`config.mk`:
```
export PLATFORM = sky130hd
export DESIGN_NAME = free_ptr_pool
export DESIGN_NICKNAME = d
export VERILOG_FILES = /design/src/rtl/free_ptr_pool.sv
export SDC_FILE = /design/constraint.sdc
export NUM_CORES = 2
export LEC_CHECK = 0
export ABC_AREA = 1
export CAP_MARGIN = 25
export CORE_MARGIN = 3
export CORE_UTILIZATION = 25
export CTS_CLUSTER_DIAMETER = 30
export DETAILED_ROUTE_END_ITERATION = 7
export REMOVE_ABC_BUFFERS = 1
export SKIP_CTS_REPAIR_TIMING = 1
export SYNTH_ARGS = -nofsm -noshare
export SYNTH_HDL_FRONTEND = slang
export SYNTH_SLANG_ARGS = --single-unit
```
`constraint.sdc`:
```
create_clock -name clk_i -period 14.4 [get_ports clk_i]
set_input_delay 1.44 -clock clk_i [delete_from_list [all_inputs] [get_ports clk_i]]
set_output_delay 1.44 -clock clk_i [all_outputs]
set_load 0.05 [all_outputs]
```
`src/rtl/free_ptr_pool.sv`:
```
// Free-pointer pool: circular buffer of unused pointers with a per-pointer allocation map.
// Fills itself with 0..PTR_CNT-1 after reset or flush, then serves allocate/return traffic.
module free_ptr_pool #(
  parameter int A_WIDTH = 8,
  parameter int PTR_CNT = 2**A_WIDTH
) (
  input  logic               clk_i,
  input  logic               rst_i,
  input  logic               flush_i,
  input  logic [A_WIDTH-1:0] add_empty_ptr_i,
  input  logic               add_empty_ptr_en_i,
  input  logic               next_empty_ptr_rd_ack_i,
  output logic [A_WIDTH-1:0] next_empty_ptr_o,
  output logic               next_empty_ptr_val_o,
  output logic               init_done_o,
  output logic [A_WIDTH:0]   free_cnt_o,
  output logic               err_double_free_o,
  output logic               err_range_o,
  output logic               err_underflow_o
);

  localparam logic [A_WIDTH-1:0] LAST  = A_WIDTH'(PTR_CNT - 1);
  localparam logic [A_WIDTH:0]   LIMIT = (A_WIDTH+1)'(PTR_CNT);

  typedef enum logic {S_INIT, S_RUN} state_t;

  state_t             state, state_nxt;
  logic [A_WIDTH-1:0] mem [PTR_CNT];
  logic [PTR_CNT-1:0] alloc_map, alloc_map_nxt;
  logic [A_WIDTH-1:0] wr_idx, rd_idx, init_k;
  logic [A_WIDTH-1:0] head;
  logic               run, val;
  logic               do_alloc, do_ret, bad_range, bad_double, bad_under;
  logic               mem_we;
  logic [A_WIDTH-1:0] mem_addr, mem_data;

  // state register
  always_ff @(posedge clk_i or posedge rst_i) begin
    if (rst_i) state <= S_INIT;
    else       state <= state_nxt;
  end

  // next-state logic
  always_comb begin
    state_nxt = state;
    if (flush_i)
      state_nxt = S_INIT;
    else if (state == S_INIT && init_k == LAST)
      state_nxt = S_RUN;
  end

  // output logic
  always_comb begin
    run                  = (state == S_RUN);
    val                  = run && (free_cnt_o != '0);
    head                 = mem[rd_idx];
    init_done_o          = run;
    next_empty_ptr_val_o = val;
    next_empty_ptr_o     = head;
  end

  // Map checks use the pre-cycle map, so returning the pointer being allocated
  // this same cycle is a double-free.
  always_comb begin
    bad_range  = run && add_empty_ptr_en_i && ({1'b0, add_empty_ptr_i} >= LIMIT);
    bad_double = run && add_empty_ptr_en_i && !bad_range && !alloc_map[add_empty_ptr_i];
    do_ret     = run && add_empty_ptr_en_i && !bad_range && alloc_map[add_empty_ptr_i];
    do_alloc   = run && next_empty_ptr_rd_ack_i && val;
    bad_under  = run && next_empty_ptr_rd_ack_i && !val;

    alloc_map_nxt = alloc_map;
    if (do_alloc) alloc_map_nxt[head] = 1'b1;
    if (do_ret)   alloc_map_nxt[add_empty_ptr_i] = 1'b0;

    mem_we   = !flush_i && (!run || do_ret);
    mem_addr = run ? wr_idx : init_k;
    mem_data = run ? add_empty_ptr_i : init_k;
  end

  always_ff @(posedge clk_i) begin
    if (mem_we) mem[mem_addr] <= mem_data;
  end

  always_ff @(posedge clk_i or posedge rst_i) begin
    if (rst_i) begin
      init_k            <= '0;
      wr_idx            <= '0;
      rd_idx            <= '0;
      free_cnt_o        <= '0;
      alloc_map         <= '0;
      err_double_free_o <= 1'b0;
      err_range_o       <= 1'b0;
      err_underflow_o   <= 1'b0;
    end else if (flush_i) begin
      init_k            <= '0;
      wr_idx            <= '0;
      rd_idx            <= '0;
      free_cnt_o        <= '0;
      alloc_map         <= '0;
      err_double_free_o <= 1'b0;
      err_range_o       <= 1'b0;
      err_underflow_o   <= 1'b0;
    end else begin
      err_double_free_o <= bad_double;
      err_range_o       <= bad_range;
      err_underflow_o   <= bad_under;
      if (!run) begin
        init_k     <= init_k + A_WIDTH'(1);
        free_cnt_o <= free_cnt_o + (A_WIDTH+1)'(1);
      end else begin
        alloc_map  <= alloc_map_nxt;
        free_cnt_o <= free_cnt_o + (A_WIDTH+1)'(do_ret) - (A_WIDTH+1)'(do_alloc);
        if (do_alloc) rd_idx <= (rd_idx == LAST) ? '0 : rd_idx + A_WIDTH'(1);
        if (do_ret)   wr_idx <= (wr_idx == LAST) ? '0 : wr_idx + A_WIDTH'(1);
      end
    end
  end

endmodule

```
==> metrics <==
status finished, final reports clean; clock latency at the later pin of the worst-skew pair 0.92 ns; pwr dens 144 nW/um^2; placed insts 15015; Filler cells 41964; fraction of layout cells with a size suffix above 1 0.0860; overall power 17700 uW; share of Yosys cell area claimed by the top area cell type 0.596; count of non-filler cells in the finished layout 15807; die width 649 um; multi-input logic area 30000 um^2; CTS HTree Levels 5; largest net degree at the start of global routing 248; vias in the first global route 73354; Final Wtd Congestion 0.918; io pins 35; Die H 649 um; Crit. End Element output port; startpoint class of the critical path flip-flop; CTS sink count 2340; CTS tree yes; Post-synth EDFFs 2048; clock buffer count from CTS 420; Synth Register Bits 2340; period utilisation layout 0.573; hold path startpoint alloc_map[203]; Final Max Slew Viols 0; max cap viols 0; Layout Nets 10031; Mapped Avg Cell Area 10.2 um^2; hold path cells 2; most common cell after layout, fill and taps aside nand2_1; Vias per Instance 4.83; Worst Skew 0.0723 ns; overflow left after global routing 0; placed instance area 108000 um^2; First-pass DRT Iterations 7; dominant synthesized flop cell edfxtp_1; number of routed nets with antenna violations 0; Hold Crit Endpoint alloc_map[203]; Syn Inst Count 10104; CTS clk-pin slew, worst paths 0.05 ns; Warnings, synthesis 0; commonest non-fill, non-tap cells in the layout nand2_1, nand3_1, edfxtp_1, nor2_1, clkbuf_16; initial antenna violation count 4; Core ar. 410000 um^2; ys async rst share 0.125; Residual DRC 0; worst endpoint data arrival time 6.81 ns; Max VDD drop 0.109 mV; DIE AREA 421000 um^2; Worst-Margin Slew 1.38 ns; Worst Hold Class flip-flop to flip-flop; worst endpoint required time 12.96 ns; CP max FO 232; ranking of synthesized cells by area edfxtp_1, nand2_1, nand3_1; row count 235; RSZ-0062 raised after global routing no; area leader, netlist edfxtp_1; post-route cell area 123000 um^2; Post-DP HPWL 181000 um; leakage 0.0450 uW; cell area after synthesis 103000 um^2; I/O Buffers 33; Iteration-0 DRC Markers 9075; routed len/inst 20.4 um; proportion of synthesized chip area in sequential cells 0.666; critical path class flip-flop to output port; Achievable Freq 0.121 GHz; Slew headroom 0.0792; final hold vios 0; Fin Hold WS 0.471 ns; Initial Utilization 0.252; layout overhead on the synthesized area 19.1%; Register Area 68800 um^2; final WL 322000 um; FF-to-FF End alloc_map[216]; R2R setup slack 7.64 ns; Tot GR Track Use 0.146; post-layout min period 8.25 ns; clk root buf clkbuf_16; Longest Clk Path Bufs 4; Reg-to-Reg Start rd_idx[0]; reg2reg path depth 17; first-pass GRT wire length 476000 um; via count 76292; Setup violations, final 0; Cell variety after synth 42
==> synth_stat cells (3+ instances only) <==
cell / number
o21bai_1: 27
buf_4: 102
inv_2: 8
nor2_2: 11
inv_1: 284
buf_6: 11
nor4_1: 3
buf_1: 88
nor2_1: 620
nor3_1: 10
xor2_1: 5
dfrtp_1: 292
edfxtp_1: 2048
nand3_1: 2169
xnor2_1: 3
o21ai_0: 254
nand2_1: 3262
nand2_2: 6
nand2_4: 10
o22ai_1: 12
nand4_1: 115
a22oi_1: 83
clkinv_1: 11
o21ai_1: 10
ha_1: 23
a22o_1: 3
a21oi_1: 140
buf_2: 314
clkbuf_1: 163
==> worst max-delay path: stages (launching register included) <==
cell and delay [ns]:
dfrtp_4 0.74, inv_16 0.58, buf_12 0.53, buf_12 0.58
nand2_1 0.15, nand3_1 0.12, nand3_1 0.10, nand3_1 0.17
nand3_1 0.21, nand3_1 0.25, nand3_1 0.21, nand2_1 0.35
nand2_1 0.08, nand2_1 0.27, clkdlybuf4s50_1 1.12
==> stage by stage <==
stage | utilization | setup WS, ns | setup TNS, ns
2_1_floorplan | - | -29.92 | -7904.38
3_3_place_gp | 0.264 | 6.02 | 0
3_5_place_dp | 0.264 | 6.03 | 0
4_1_cts | 0.299 | 6.18 | 0
5_1_grt | 0.300 | 5.87 | 0
6_report | 0.300 | 6.15 | 0
==> flip-flops by register name, indices dropped and copies added (netlist names) <==
signal	count
mem	2048
alloc_map	256
free_cnt_o	9
init_k	8
rd_idx	8
wr_idx	8
err_double_free_o	1
err_underflow_o	1
init_done_o	1
==> layout make-up <==
type                            count  area share
Sequential cell                  2340       0.560
Multi-Input combinational cell   6780       0.244
Clock buffer                      478      0.0887
Tap cell                         5451      0.0555
Clock inverter                    305      0.0298
Timing Repair Buffer              147      0.0125
Inverter                          305     0.00978
Antenna cell                        1   0.0000203
==> power breakdown <==
group	switching, uW	internal [uW]	total, uW
logic	259	45.1	304
clock network	3580	6490	10100
registers	3.08	7360	7360
total	3840	13900	17700
==> cells by family (layout without fill, tap and decap cells) <==
kind of cell	Yosys count	in the layout	share of synthesized area
AND/OR/NAND/NOR	6209	6209	0.256
flip-flops	2340	2340	0.666
XOR/XNOR	8	8	0.000679
AO/OA/AOI/OAI	538	538	0.0293
other	1	2	0.0000363
adder cells (fa/ha/maj)	24	24	0.00298
buffers and inverters	984	1235	0.0442
==> per-layer routing <==
layer	routed length (um)	track usage
met5	17	0
met4	14000	0.0647
met3	29800	0.0302
met2	149000	0.235
met1	129000	0.191
==> worst max path at each step <==
stage	startpoint	end	slack, ns	depth (start not counted)
floorplan	rd_idx[0]	next_empty_ptr_o[7]	-29.92	11
global placement	add_empty_ptr_i[1]	mem[96][0]	6.02	17
detailed placement	add_empty_ptr_i[0]	mem[48][1]	6.03	17
CTS	rd_idx[0]	next_empty_ptr_o[5]	6.18	14
global route	rd_idx[0]	next_empty_ptr_o[7]	5.87	14
finish	rd_idx[0]	next_empty_ptr_o[1]	6.15	14
(Power assumes the default switching activity.)
